==> src/rtl/cpu_pkg.sv <==
// Shared definitions for the program-counter / branch-resolution stage.
//   state_t    : run/halt state machine encoding (IDLE, RUN, DONE)
//   PC_W       : program-counter width (instruction memory depth 2^PC_W)
//   LUT_N      : number of branch-target table entries
//   BR_TARGETS : absolute branch targets, regenerated by the assembler
package cpu_pkg;

    localparam int unsigned PC_W    = 10;
    localparam int unsigned LUT_N   = 16;
    localparam int unsigned LUT_W   = 4;

    typedef enum logic [1:0] {
        IDLE = 2'd0,
        RUN  = 2'd1,
        DONE = 2'd2
    } state_t;

    // Element 0 is listed first.
    localparam logic [PC_W-1:0] BR_TARGETS [LUT_N] = '{
        10'd0,   10'd5,   10'd12,  10'd40,
        10'd100, 10'd200, 10'd300, 10'd400,
        10'd500, 10'd600, 10'd700, 10'd800,
        10'd900, 10'd1000, 10'd1022, 10'd1023
    };

endpackage

==> src/rtl/pc_ctrl_if.sv <==
// Harness/decoder/ALU <-> pc_ctrl signal bundle.
//   start, branch_en, notequal, lessthan, lut_idx, halt : toward pc_ctrl
//   prog_ctr, running, done                             : from pc_ctrl
// master: the driving side (decoder, ALU, harness); slave: pc_ctrl.
interface pc_ctrl_if;
    import cpu_pkg::*;

    logic             start;
    logic             branch_en;
    logic             notequal;
    logic             lessthan;
    logic [LUT_W-1:0] lut_idx;
    logic             halt;
    logic [PC_W-1:0]  prog_ctr;
    logic             running;
    logic             done;

    modport master (
        output start, branch_en, notequal, lessthan, lut_idx, halt,
        input  prog_ctr, running, done
    );

    modport slave (
        input  start, branch_en, notequal, lessthan, lut_idx, halt,
        output prog_ctr, running, done
    );

endinterface

==> src/rtl/lut_branch.sv <==
// Combinational branch-target ROM.
//   lut_idx : table index (instruction immediate)
//   target  : absolute PC_W-bit branch target
module lut_branch
    import cpu_pkg::*;
(
    input  logic [LUT_W-1:0] lut_idx,
    output logic [PC_W-1:0]  target
);

    assign target = BR_TARGETS[lut_idx];

endmodule

==> src/rtl/pc_ctrl.sv <==
// Program counter, branch resolution and run/halt state machine.
//   clk   : rising-edge clock
//   reset : synchronous active-high reset
//   bus   : pc_ctrl_if slave (start/branch/halt in; prog_ctr/running/done out)
module pc_ctrl
    import cpu_pkg::*;
(
    input  logic        clk,
    input  logic        reset,
    pc_ctrl_if.slave    bus
);

    state_t          state_q, state_d;
    logic [PC_W-1:0] pc_q, pc_d;
    logic            done_q;
    logic [PC_W-1:0] br_target;
    logic            br_taken;

    lut_branch u_lut (
        .lut_idx (bus.lut_idx),
        .target  (br_target)
    );

    // Flags are don't-care on non-branch ops, so branch_en gates them.
    assign br_taken = bus.branch_en & (bus.notequal | bus.lessthan);

    always_comb begin
        state_d = state_q;
        pc_d    = pc_q;
        unique case (state_q)
            IDLE: begin
                pc_d = '0;
                if (bus.start) state_d = RUN;
            end
            RUN: begin
                if (bus.halt) begin
                    state_d = DONE;
                end else if (br_taken) begin
                    pc_d = br_target;
                end else if (pc_q == '1) begin
                    // Runaway guard: stop at the top of memory instead of wrapping.
                    state_d = DONE;
                end else begin
                    pc_d = pc_q + PC_W'(1);
                end
            end
            DONE: begin
                if (bus.start) begin
                    pc_d    = '0;
                    state_d = RUN;
                end
            end
            default: begin
                pc_d    = '0;
                state_d = IDLE;
            end
        endcase
    end

    always_ff @(posedge clk) begin
        if (reset) begin
            state_q <= IDLE;
            pc_q    <= '0;
            done_q  <= 1'b0;
        end else begin
            state_q <= state_d;
            pc_q    <= pc_d;
            done_q  <= (state_d == DONE);
        end
    end

    assign bus.prog_ctr = pc_q;
    assign bus.running  = (state_q == RUN);
    assign bus.done     = done_q;

endmodule

==> src/flat_wrapper.sv <==
// flat-port wrapper written by rule: the top's interface ports become plain ports
module pc_ctrl_flat import cpu_pkg::*;
  (clk, reset, bus_start, bus_branch_en, bus_notequal, bus_lessthan, bus_lut_idx, bus_halt, bus_prog_ctr, bus_running, bus_done);
  pc_ctrl_if bus_i ();
  input  logic clk;
  input  logic reset;
  input wire logic [$bits(bus_i.start)-1:0] bus_start;
  input wire logic [$bits(bus_i.branch_en)-1:0] bus_branch_en;
  input wire logic [$bits(bus_i.notequal)-1:0] bus_notequal;
  input wire logic [$bits(bus_i.lessthan)-1:0] bus_lessthan;
  input wire logic [$bits(bus_i.lut_idx)-1:0] bus_lut_idx;
  input wire logic [$bits(bus_i.halt)-1:0] bus_halt;
  output wire logic [$bits(bus_i.prog_ctr)-1:0] bus_prog_ctr;
  output wire logic [$bits(bus_i.running)-1:0] bus_running;
  output wire logic [$bits(bus_i.done)-1:0] bus_done;
  assign bus_i.start = bus_start;
  assign bus_i.branch_en = bus_branch_en;
  assign bus_i.notequal = bus_notequal;
  assign bus_i.lessthan = bus_lessthan;
  assign bus_i.lut_idx = bus_lut_idx;
  assign bus_i.halt = bus_halt;
  assign bus_prog_ctr = bus_i.prog_ctr;
  assign bus_running = bus_i.running;
  assign bus_done = bus_i.done;
  pc_ctrl u_core (.clk(clk), .reset(reset), .bus(bus_i));
endmodule
==> config.mk <==
export PLATFORM = sky130hd
export DESIGN_NAME = pc_ctrl_flat
export DESIGN_NICKNAME = d
export VERILOG_FILES = /design/src/rtl/cpu_pkg.sv /design/src/rtl/pc_ctrl_if.sv /design/src/rtl/lut_branch.sv /design/src/rtl/pc_ctrl.sv /design/src/flat_wrapper.sv
export SDC_FILE = /design/constraint.sdc
export NUM_CORES = 1
export LEC_CHECK = 0
export ABC_CLOCK_PERIOD_IN_PS = 2750
export CAP_MARGIN = 5
export CELL_PAD_IN_SITES_DETAIL_PLACEMENT = 0
export CELL_PAD_IN_SITES_GLOBAL_PLACEMENT = 1
export CORE_MARGIN = 5
export CORE_UTILIZATION = 37
export DETAILED_ROUTE_END_ITERATION = 8
export PLACE_DENSITY = 0.86
export RECOVER_POWER = 25
export SYNTH_ARGS = -nofsm -noshare
export SYNTH_HDL_FRONTEND = slang
export SYNTH_SLANG_ARGS = --single-unit
==> constraint.sdc <==
create_clock -name clk -period 2.75 [get_ports clk]
set_input_delay 0.4125 -clock clk [delete_from_list [all_inputs] [get_ports clk]]
set_output_delay 0.4125 -clock clk [all_outputs]
set_load 0.05 [all_outputs]
==> PnR_summary.wiki <==
{| class="wikitable"
! Metric !! Value
|-
| Worst slew margin relative to its limit || 0.543
|-
| CP Max Fanout || 9
|-
| Fraction of layout instances using a drive strength above 1 || 0.138
|-
| Reg2Reg Depth || 5
|-
| Synth warn || 0
|-
| Die height || 65.0 µm
|-
| Overall track demand over capacity in global routing || 0.147
|-
| Cell area after placement || 1350 µm²
|-
| Vias in the first global route || 1055
|-
| DR iter-0 viols || 84
|-
| Aggregate global routing overflow || 0
|-
| First-pass GRT wire length || 4.95 mm
|-
| WP data arrival || 2.57 ns
|-
| Net count after synthesis || 149
|-
| Share of the synthesized area in the top cell type || 0.233
|-
| Buffers added on ports || 22
|-
| Post-synthesis sequential element count || 13
|-
| Count of boundary I/O pins || 23
|-
| Initial antenna violation count || 0
|-
| Maximum number of pins on one net before global-route repair || 18
|-
| Nets || 170
|-
| Number of distinct library cell variants in the gate-level netlist after synthesis || 50
|-
| Number of sinks on the clock net || 13
|-
| Synth Cell Area || 1120 µm²
|-
| Startpoint class of the critical path || register
|-
| Number of setup buffers added after CTS || 0
|-
| Primary flip-flop cell chosen by synthesis mapping || sky130_fd_sc_hd__dfxtp_1
|-
| Switching component of the power || 0.000166 W
|-
| CTS clk-pin slew, worst paths || 0.09 ns
|-
| CTS tree || yes
|-
| Seq pwr share || 0.428
|-
| Area growth from synthesis to layout || 21.9%
|-
| Most used cells in the layout excluding fill and tap cells || sky130_fd_sc_hd__clkdlybuf4s50_1, sky130_fd_sc_hd__dfxtp_1, sky130_fd_sc_hd__nand2_1
|-
| Initial core utilization || 0.376
|-
| Achievable clock frequency || 421 MHz
|-
| Final Non-Filler Cells || 185
|-
| Row count || 20
|-
| Number of synthesized flops with an enable pin || 0
|-
| Synth top area cells || sky130_fd_sc_hd__dfxtp_1, sky130_fd_sc_hd__ha_1, sky130_fd_sc_hd__a21oi_1
|-
| Skew final || 0.00536 ns
|-
| Number of remaining DRC errors || 0
|-
| Count of cells resized by post-cts repair || 0
|-
| Synthesized area per cell || 8.47 µm²
|-
| Relative contribution of combinational cells to total power || 0.307
|-
| Number of buffers on the longest clock path || 2
|-
| WHS Path Cells || 2
|-
| Placed wire-length estimate || 2.11 mm
|-
| Die footprint || 4220 µm²
|-
| Via density per instance || 6.02
|-
| # placed instances || 181
|-
| Number of instances in the synthesized netlist || 132
|-
| Fill cell count || 289
|-
| Hold_sp || u_core.bus.prog_ctr[8]
|-
| Synth area leader || sky130_fd_sc_hd__dfxtp_1
|-
| Slew of the pin with the lowest slew margin || 0.683 ns
|-
| Leakage power || 0.486 nW
|-
| Most common cell after layout, fill and taps aside || sky130_fd_sc_hd__clkdlybuf4s50_1
|-
| Clock latency reported for the late side of the worst-skew pair || 0.28 ns
|-
| Endpoint of the worst register-to-register path || u_core.bus.prog_ctr[0]
|-
| Pwr per Cell Area || 349 nW/µm²
|-
| Share of total power consumed by net switching || 0.348
|-
| Number of max-cap violations || 0
|-
| Post-layout minimum cycle time || 2.37 ns
|-
| H-Tree Level Count || 1
|-
| Hold Path End || u_core.bus.prog_ctr[8]
|-
| Clock buffer count from CTS || 3
|-
| Number of vias after detailed routing || 1114
|-
| Total wirelength of the detailed-routed design || 2.86 mm
|-
| WS Path Type || register to register
|-
| Fraction of the cycle the final worst path needs || 0.863
|-
| Clk network pwr share || 0.265
|-
| Detailed Routing Iterations Pass 1 || 4
|-
| Classification of the worst-slack hold path || register to register
|-
| Final number of max-transition violations || 0
|-
| Core outline area || 2980 µm²
|-
| Endpoints failing hold || 0
|-
| Minimum setup slack among reg-to-reg paths || 0.38 ns
|-
| Share of flip-flops with an asynchronous set or reset || 0
|-
| Count of hold-fix buffers inserted at cts || 0
|-
| Highest ir drop seen on vdd || 175 µV
|-
| Final number of setup-violating endpoints || 0
|-
| Internal || 0.000310 W
|-
| Setup Total Neg Slack || 0 ns
|-
| Status || finished clean
|-
| Average routed wire per standard cell || 15.4 µm
|-
| Unrepaired setup endpoints after global routing || no
|-
| Clock root buffer || sky130_fd_sc_hd__clkbuf_4
|-
| Residual antenna-violating net count after detailed routing || 0
|-
| DIE WIDTH || 65.0 µm
|-
| Weighted congestion at the end of routability-driven global placement || 0.892
|-
| Required time at the endpoint of the critical path || 2.95 ns
|-
| Part of the Yosys area used for sequential elements || 0.233
|-
| Final instance area || 1360 µm²
|-
| Worst setup EP type || register
|-
| FF-to-FF Start || u_core.bus.prog_ctr[0]
|-
| ANT cells || 0
|}
## how the worst max path moves through the flow
stage,start,endpoint,slack (ns),cells after the start
final,u_core.bus.prog_ctr[0],u_core.bus.prog_ctr[0],0.38,5
after global routing,u_core.bus.prog_ctr[0],u_core.bus.prog_ctr[0],0.25,5
after CTS,u_core.state_q[1],bus_running,0.40,3
after detailed placement,bus_lut_idx[1],u_core.bus.prog_ctr[5],0.22,6
after global placement,bus_lut_idx[1],u_core.bus.prog_ctr[5],0.27,6
after floorplan,u_core.bus.prog_ctr[0],u_core.bus.prog_ctr[5],0.34,7
## Yosys cell counts, types with 2 or more instances
| master | number |
|---|---|
| sky130_fd_sc_hd__o211ai_1 | 2 |
| sky130_fd_sc_hd__nor4_1 | 3 |
| sky130_fd_sc_hd__buf_6 | 3 |
| sky130_fd_sc_hd__dfxtp_1 | 13 |
| sky130_fd_sc_hd__inv_1 | 6 |
| sky130_fd_sc_hd__clkbuf_1 | 6 |
| sky130_fd_sc_hd__mux2i_1 | 3 |
| sky130_fd_sc_hd__nand2b_1 | 5 |
| sky130_fd_sc_hd__o21ai_0 | 4 |
| sky130_fd_sc_hd__o2bb2ai_1 | 2 |
| sky130_fd_sc_hd__ha_1 | 6 |
| sky130_fd_sc_hd__a211oi_1 | 2 |
| sky130_fd_sc_hd__or3_2 | 2 |
| sky130_fd_sc_hd__nand2_1 | 9 |
| sky130_fd_sc_hd__a211o_1 | 2 |
| sky130_fd_sc_hd__a221oi_2 | 2 |
| sky130_fd_sc_hd__xnor2_1 | 2 |
| sky130_fd_sc_hd__nand3_1 | 5 |
| sky130_fd_sc_hd__o21a_1 | 2 |
| sky130_fd_sc_hd__or2b_1 | 2 |
| sky130_fd_sc_hd__nor2_1 | 6 |
| sky130_fd_sc_hd__nor3b_1 | 4 |
| sky130_fd_sc_hd__nor3_1 | 2 |
| sky130_fd_sc_hd__a31oi_1 | 5 |
| sky130_fd_sc_hd__o31ai_1 | 2 |
| sky130_fd_sc_hd__nand4_2 | 2 |
| sky130_fd_sc_hd__a21oi_1 | 7 |
## per-layer routing
metal,part of all wire,vias up,track usage
met2,0.48,41,0.249
met3,0.051,4,0.0312
met1,0.45,527,0.186
met4,0.010,0,0.0422
li1,-,542,-
met5,0,-,0
## cells by family after synthesis
family	after synthesis	share of synthesized area
buffers and inverters	15	0.0705
and+or+nand+nor	46	0.244
DFF	13	0.233
xor gates and xnor gates	3	0.0235
adders and majority gates	6	0.0671
muxes	5	0.0570
AOI/OAI and AO/OA	44	0.305
## critical path, cell delays in order, from the launching register on
cell	delay [ns]
sky130_fd_sc_hd__dfxtp_1	0.45
sky130_fd_sc_hd__ha_1	0.25
sky130_fd_sc_hd__nand4_1	0.30
sky130_fd_sc_hd__or4_1	0.74
sky130_fd_sc_hd__and2_4	0.29
sky130_fd_sc_hd__a311oi_2	0.24
## power groups by stage
stage / Clock (W) / Sequential (W) / Combinational [W]
6_report: 0.000126 / 0.000204 / 0.000146
5_1_grt: 0.000137 / 0.000205 / 0.000159
4_1_cts: 0.000130 / 0.000204 / 0.000147
3_5_place_dp: 0 / 0.000208 / 0.000146
3_3_place_gp: 0 / 0.000208 / 0.000145
2_1_floorplan: 0 / 0.000226 / 0.0000812
## flip-flops by register name, indices dropped and copies added, names as in the netlist
register	cells
u_core.bus.prog_ctr	10
u_core.state_q	2
u_core.bus.done	1
## layout make-up
type | count | area, µm² | share of cell area
Clock inverter | 1 | 5.00 | 0.00367
Multi-Input combinational cell | 104 | 769 | 0.564
Clock buffer | 3 | 22.5 | 0.0165
Inverter | 6 | 22.5 | 0.0165
Timing Repair Buffer | 25 | 243 | 0.178
Tap cell | 33 | 41.3 | 0.0303
Sequential cell | 13 | 260 | 0.191
## through the flow
step	power, W	setup slack (ns)	util	hold WS [ns]
floorplan	0.000307	0.336	-	0.493
global placement	0.000353	0.266	0.452	0.529
detailed placement	0.000355	0.217	0.452	0.538
CTS	0.000481	0.398	0.461	0.552
global route	0.000502	0.245	0.458	0.594
finish	0.000476	0.376	0.458	0.542
No activity file was read; power rests on OpenSTA's default activity.
